### config.mk
export PLATFORM = sky130hd
export DESIGN_NAME = uart_cmd_decoder
export DESIGN_NICKNAME = d
export VERILOG_FILES = /design/src/rtl/uart_cmd_decoder_pkg.sv /design/src/rtl/uart_reply_ctrl.sv /design/src/rtl/uart_cmd_decoder.sv
export SDC_FILE = /design/constraint.sdc
export NUM_CORES = 1
export LEC_CHECK = 0
export CAP_MARGIN = 0
export CORE_AREA = 4 4 112 114
export CTS_BUF_LIST = sky130_fd_sc_hd__clkbuf_4 sky130_fd_sc_hd__clkbuf_8 sky130_fd_sc_hd__clkbuf_16
export CTS_CLUSTER_SIZE = 30
export DETAILED_ROUTE_END_ITERATION = 10
export DIE_AREA = 0 0 116 118
export GPL_TIMING_DRIVEN = 0
export PLACE_DENSITY = 0.76
export SKIP_CTS_REPAIR_TIMING = 1
export SLEW_MARGIN = 20
export SYNTH_ARGS = -nofsm -noshare
export SYNTH_HDL_FRONTEND = slang
export SYNTH_SLANG_ARGS = --single-unit
### constraint.sdc
create_clock -name clk -period 2.5 [get_ports clk]
set_input_delay 0.625 -clock clk [delete_from_list [all_inputs] [get_ports clk]]
set_output_delay 0.625 -clock clk [all_outputs]
set_load 0.01 [all_outputs]
### src/rtl/uart_cmd_decoder_pkg.sv
// +----------------------------------------------------------------------+
// | uart_cmd_decoder_pkg : shared constants, state encoding and helpers  |
// | Rev 1.0                                                              |
// +----------------------------------------------------------------------+
`default_nettype none

package uart_cmd_decoder_pkg;

  localparam logic [7:0] DEF_SYNC_BYTE = 8'hA5;
  localparam logic [7:0] DEF_ACK_BYTE  = 8'h6B;
  localparam logic [7:0] DEF_NACK_BYTE = 8'h15;

  localparam logic [7:0] CMD_TURN_ON  = 8'h6E;
  localparam logic [7:0] CMD_TURN_OFF = 8'h55;
  localparam logic [7:0] CMD_TOGGLE   = 8'hC3;

  typedef enum logic [2:0] {
    ST_IDLE         = 3'd0,
    ST_GET_CMD      = 3'd1,
    ST_GET_LEN      = 3'd2,
    ST_GET_PAY      = 3'd3,
    ST_GET_CHK      = 3'd4,
    ST_SEND_REPLY   = 3'd5,
    ST_WAIT_BUSY_HI = 3'd6,
    ST_WAIT_BUSY_LO = 3'd7
  } state_t;

  function automatic logic [7:0] sat_inc(input logic [7:0] v);
    return (v == 8'hFF) ? v : v + 8'd1;
  endfunction

endpackage

`default_nettype wire

### src/rtl/uart_reply_ctrl.sv
// +----------------------------------------------------------------------+
// | uart_reply_ctrl : sends one ACK/NACK byte through uart_tx handshake  |
// | Rev 1.0                                                              |
// +----------------------------------------------------------------------+
`default_nettype none

module uart_reply_ctrl
  import uart_cmd_decoder_pkg::*;
(
  input  logic       clk,
  input  logic       reset,
  input  logic       req,
  input  logic [7:0] reply_byte,
  input  logic       tx_busy,
  output logic [7:0] data_to_tx,
  output logic       start_tx,
  output logic       busy
);

  state_t     state;
  logic [7:0] byte_r;
  logic [1:0] wcnt;

  assign busy = (state != ST_IDLE);

  always_ff @(posedge clk or negedge reset) begin
    if (!reset) begin
      state      <= ST_IDLE;
      byte_r     <= 8'h00;
      wcnt       <= 2'd0;
      data_to_tx <= 8'h00;
      start_tx   <= 1'b0;
    end else begin
      start_tx <= 1'b0;
      case (state)
        ST_IDLE: begin
          if (req) begin
            byte_r <= reply_byte;
            state  <= ST_SEND_REPLY;
          end
        end
        ST_SEND_REPLY: begin
          if (!tx_busy) begin
            data_to_tx <= byte_r;
            start_tx   <= 1'b1;
            wcnt       <= 2'd0;
            state      <= ST_WAIT_BUSY_HI;
          end
        end
        // Give up after four cycles if uart_tx never acknowledges.
        ST_WAIT_BUSY_HI: begin
          if (tx_busy)
            state <= ST_WAIT_BUSY_LO;
          else if (wcnt == 2'd3)
            state <= ST_IDLE;
          else
            wcnt <= wcnt + 2'd1;
        end
        ST_WAIT_BUSY_LO: begin
          if (!tx_busy)
            state <= ST_IDLE;
        end
        default: state <= ST_IDLE;
      endcase
    end
  end

endmodule

`default_nettype wire

### src/rtl/uart_cmd_decoder.sv
// +----------------------------------------------------------------------+
// | uart_cmd_decoder : framed command parser with checksum and timeout   |
// | Rev 1.0                                                              |
// +----------------------------------------------------------------------+
`default_nettype none

module uart_cmd_decoder
  import uart_cmd_decoder_pkg::*;
#(
  parameter logic [7:0] SYNC_BYTE   = DEF_SYNC_BYTE,
  parameter logic [7:0] ACK_BYTE    = DEF_ACK_BYTE,
  parameter logic [7:0] NACK_BYTE   = DEF_NACK_BYTE,
  parameter int         MAX_LEN     = 4,
  parameter int         TIMEOUT_CYC = 24000
) (
  input  logic        clk,
  input  logic        reset,
  input  logic [7:0]  data_received,
  input  logic        rx_done,
  input  logic        parity_error,
  input  logic        tx_busy,
  output logic [7:0]  data_to_tx,
  output logic        start_tx,
  output logic        cmd_valid,
  output logic [7:0]  cmd_code,
  output logic [2:0]  cmd_len,
  output logic [31:0] cmd_payload,
  output logic [7:0]  err_count
);

  localparam int TW = $clog2(TIMEOUT_CYC + 1);

  state_t        state;
  logic [7:0]    chk;
  logic [7:0]    code_r;
  logic [2:0]    len_r;
  logic [2:0]    idx;
  logic [31:0]   pay_r;
  logic [TW-1:0] tcnt;
  logic          reply_req;
  logic [7:0]    reply_byte;
  logic          reply_busy;

  uart_reply_ctrl u_reply (
    .clk        (clk),
    .reset      (reset),
    .req        (reply_req),
    .reply_byte (reply_byte),
    .tx_busy    (tx_busy),
    .data_to_tx (data_to_tx),
    .start_tx   (start_tx),
    .busy       (reply_busy)
  );

  always_ff @(posedge clk or negedge reset) begin
    if (!reset) begin
      state       <= ST_IDLE;
      chk         <= 8'h00;
      code_r      <= 8'h00;
      len_r       <= 3'd0;
      idx         <= 3'd0;
      pay_r       <= 32'h0;
      tcnt        <= '0;
      reply_req   <= 1'b0;
      reply_byte  <= 8'h00;
      cmd_valid   <= 1'b0;
      cmd_code    <= 8'h00;
      cmd_len     <= 3'd0;
      cmd_payload <= 32'h0;
      err_count   <= 8'h00;
    end else begin
      cmd_valid <= 1'b0;
      reply_req <= 1'b0;
      case (state)
        ST_IDLE: begin
          if (rx_done && !parity_error && data_received == SYNC_BYTE) begin
            state <= ST_GET_CMD;
            tcnt  <= '0;
            idx   <= 3'd0;
            pay_r <= 32'h0;
          end
        end
        ST_GET_CMD, ST_GET_LEN, ST_GET_PAY, ST_GET_CHK: begin
          if (rx_done && parity_error) begin
            state     <= ST_IDLE;
            err_count <= sat_inc(err_count);
          end else if (rx_done) begin
            tcnt <= '0;
            case (state)
              ST_GET_CMD: begin
                code_r <= data_received;
                chk    <= data_received;
                state  <= ST_GET_LEN;
              end
              ST_GET_LEN: begin
                chk <= chk ^ data_received;
                if (data_received > 8'(MAX_LEN)) begin
                  reply_byte <= NACK_BYTE;
                  reply_req  <= 1'b1;
                  state      <= ST_SEND_REPLY;
                end else begin
                  len_r <= data_received[2:0];
                  state <= (data_received == 8'h00) ? ST_GET_CHK : ST_GET_PAY;
                end
              end
              ST_GET_PAY: begin
                pay_r[{idx[1:0], 3'b000} +: 8] <= data_received;
                chk <= chk ^ data_received;
                idx <= idx + 3'd1;
                if (idx + 3'd1 == len_r)
                  state <= ST_GET_CHK;
              end
              default: begin
                if (data_received == chk) begin
                  cmd_valid   <= 1'b1;
                  cmd_code    <= code_r;
                  cmd_len     <= len_r;
                  cmd_payload <= pay_r;
                  reply_byte  <= ACK_BYTE;
                end else begin
                  reply_byte <= NACK_BYTE;
                  err_count  <= sat_inc(err_count);
                end
                reply_req <= 1'b1;
                state     <= ST_SEND_REPLY;
              end
            endcase
          end else if (tcnt == TW'(TIMEOUT_CYC - 1)) begin
            state     <= ST_IDLE;
            err_count <= sat_inc(err_count);
          end else begin
            tcnt <= tcnt + 1'b1;
          end
        end
        // Held here until the reply handshake drains; stray SYNCs count as drops.
        ST_SEND_REPLY: begin
          if (rx_done && data_received == SYNC_BYTE)
            err_count <= sat_inc(err_count);
          if (!reply_req && !reply_busy)
            state <= ST_IDLE;
        end
        default: state <= ST_IDLE;
      endcase
    end
  end

endmodule

`default_nettype wire

==> results.json <==
{
  "status": "finished clean",
  "wl_per_cell_um": 17.4,
  "synthXorXnorAreaFrac": 0.0370,
  "cpMostUsedCell": "buf_6",
  "clk_pin_slew_worst_paths_ns": 0.06,
  "slew_viol_final": 0,
  "cts_tree": "built",
  "tightest_slew_ns": 0.757,
  "hold_slack_ns": 0.121,
  "vias_per_cell": 5.72,
  "place_area_um2": 7270,
  "finalCritPeriodShare": 0.962,
  "htreeDepth": 4,
  "drive_gt1_frac": 0.218,
  "yosysSeqAreaShare": 0.548,
  "syn_area_per_cell_um2": 11.3,
  "r2r.worst_path.cells": 6,
  "synthSimpleGateAreaFrac": 0.151,
  "ir_drop_mv": 0.463,
  "synthCells": 564,
  "worstSetupPathType": "input port to register",
  "leakagePower_nw": 3.60,
  "gp_congestion": 0.872,
  "ios": 74,
  "power_switching_w": 0.00218,
  "crit_fanout": 10,
  "worstPathArrival_ns": 2.70,
  "diodes": 0,
  "cts_root_buf": "clkbuf_16",
  "synth_area_leader_cell": "dfrtp_1",
  "grt_pass1_vias": 4747,
  "wirelength_um": 14100,
  "die_h_um": 118,
  "ys_top_cells_by_count": "140 x dfrtp_1, 86 x nand2_1, 62 x mux2_2",
  "r2r_end": "state[0]",
  "finalNonFillerCells": 808,
  "drt-pass1-iter-count": 4,
  "relSlewSlack": 0.488,
  "grt_util_all_layers": 0.216,
  "synth_top_family_by_area": "simple AND/OR/NAND/NOR gates",
  "grt_pass1_wl_um": 23700,
  "nNetsFinal": 675,
  "final_core_util": 0.707,
  "max-cap-violations": 0,
  "worstPathRequired_ns": 2.80,
  "die_width_um": 116,
  "synthAdderAreaFrac": 0.0157,
  "dr_total_vias": 4625,
  "async_flop_share": 1.00,
  "synth_fp_nets": 585,
  "setup_viol": 0,
  "overflow": 0,
  "clkPwrFrac": 0.392,
  "slowest_stage": "clkdlybuf4s50_1",
  "clk_path_buf_depth": 2,
  "startpoint_type": "input port",
  "powerDensity_nw_per_um2": 930,
  "floorplan.initialDensity": 0.560,
  "dp_cells": 775,
  "hold_viol_final": 0,
  "ys.flop_type": "dfrtp_1",
  "ys_seq_elements": 140,
  "die_area_um2": 13700,
  "p_int_w": 0.00533,
  "cts_sinks": 140,
  "yosysTopAreaCellShare": 0.548,
  "reg2reg_slack_ns": 0.18,
  "synth_enable_flop_cells": 0,
  "path_delay_family": "buffers and inverters",
  "drtIter0Drc": 416,
  "end_kind": "register",
  "grt_max_degree": 87,
  "cts_buffers": 17,
  "design_area_um2": 8070,
  "io_buffers": 67,
  "synth_cell_types": 57,
  "ys_warn_count": 0,
  "insertion_delay_ns": 0.42,
  "muxShareOfSynthArea": 0.113,
  "max_stage_delay_ns": 0.51,
  "antenna_left": 0,
  "cp_num_cells": 9,
  "max_freq_ghz": 0.416,
  "core_area_um2": 11400,
  "finalCriticalPeriod_ns": 2.40,
  "total_power_w": 0.00751,
  "syn_to_final_growth_pct": 26.3,
  "critPathBufInv": 4,
  "seqPwrFrac": 0.379,
  "row_count": 39,
  "place_hpwl_um": 9290,
  "antenna_found_initial": 0,
  "path_cells": "clkdlybuf4s50_1 -> buf_6 -> xnor2_1 -> nand4_1 -> nor2_2 -> and3_1 -> buf_4 -> buf_6 -> mux2_2",
  "synth_area_leaders": "dfrtp_1 55%, mux2_2 11%, nand2_1 5.1%",
  "rsz0062_at_grt": "false",
  "hp-class": "input port to async pin",
  "swShare": 0.290,
  "fin_skew_ns": 0.0124,
  "drc": 0,
  "synthesis.area_um2": 6390,
  "yosysMostFrequentCell": "dfrtp_1",
  "r2r_start": "idx[0]",
  "pwr-share-comb": 0.228,
  "synth_compound_area_frac": 0.103
}
==> sequential cells by signal, indices dropped and copies added, names as in the netlist, 8 cells and up <==
signal / count
code_r: 8
err_count: 8
tcnt: 15
cmd_payload: 32
pay_r: 32
cmd_code: 8
chk: 8
==> per-stage QoR <==
stage / setup slack (ns) / setup TNS [ns]
finish: 0.0960 / 0
global route: 0.0300 / 0
CTS: -0.224 / -7.64
detailed placement: -0.652 / -38.31
global placement: -4.54 / -668.15
floorplan: 0.323 / 0
==> metal layers <==
| layer | global-route usage | wire length (µm) | part of all wire | vias up |
|---|---|---|---|---|
| met1 | 0.300 | 6190 | 0.44 | 2310 |
| met5 | 0 | 0 | 0 | - |
| met4 | 0.0725 | 154 | 0.011 | 0 |
| met3 | 0.0586 | 826 | 0.059 | 13 |
| li1 | - | - | - | 2171 |
| met2 | 0.327 | 6900 | 0.49 | 131 |
==> final cells by class <==
type | count | area (µm²)
plain buffers | 33 | 218
clock inverters | 11 | 240
inverters | 5 | 18.8
repair buffers | 72 | 733
well taps | 143 | 179
fillers | 841 | 3350
clock buffers | 19 | 453
multi-input cells | 385 | 2720
flip-flops and latches | 140 | 3500
==> worst max-delay path by stage <==
stage,startpoint,end,slack [ns]
2_1_floorplan,idx[0],state[0],0.32
3_3_place_gp,reset,tcnt[6],-4.54
3_5_place_dp,data_received[2],cmd_code[4],-0.65
4_1_cts,data_received[2],cmd_code[7],-0.22
5_1_grt,data_received[0],cmd_code[0],0.03
6_report,data_received[2],cmd_payload[20],0.1
==> power groups by stage <==
stage	Combinational, W	Sequential [W]	Clock (W)
after global placement	0.00159	0.00284	0
after floorplan	0.00121	0.00281	0
after global routing	0.00189	0.00289	0.00306
final	0.00171	0.00285	0.00294
after CTS	0.00166	0.00282	0.00297
after detailed placement	0.00164	0.00286	0
==> placed cells by master (no fill, tap or decap), drive strengths merged, types with 6 or more instances in the layout <==
master and n:
a21oi 7, a22o 13, and3 6, buf 33, bufinv 7, clkbuf 25
clkdlybuf4s50 66, dfrtp 140, ha 8, mux2 63, nand2 87, nand2b 6
nand3 12, nand4 8, nor2 20, nor2b 6, nor3 9, nor4 6
o211ai 6, o21ai 55, o31ai 9, xnor2 16, xor2 11
==> worst reg2reg max path, delay by kind of cell (launching register included) <==
family	cells	cell delay, ns
AOI/OAI and AO/OA	2	0.61
xor gates and xnor gates	1	0.18
muxes	1	0.31
adders and majority gates	1	0.45
DFF	1	0.49
buffers and inverters	1	0.17
==> kinds of logic after synthesis <==
group	count (synthesis)
adder cells (fa/ha/maj)	8
buffers and inverters	39
AND/OR/NAND/NOR	181
other	1
AO/OA/AOI/OAI	104
XOR/XNOR	27
flip-flops	140
multiplexers	64
No activity file was read; power rests on OpenSTA's default activity.
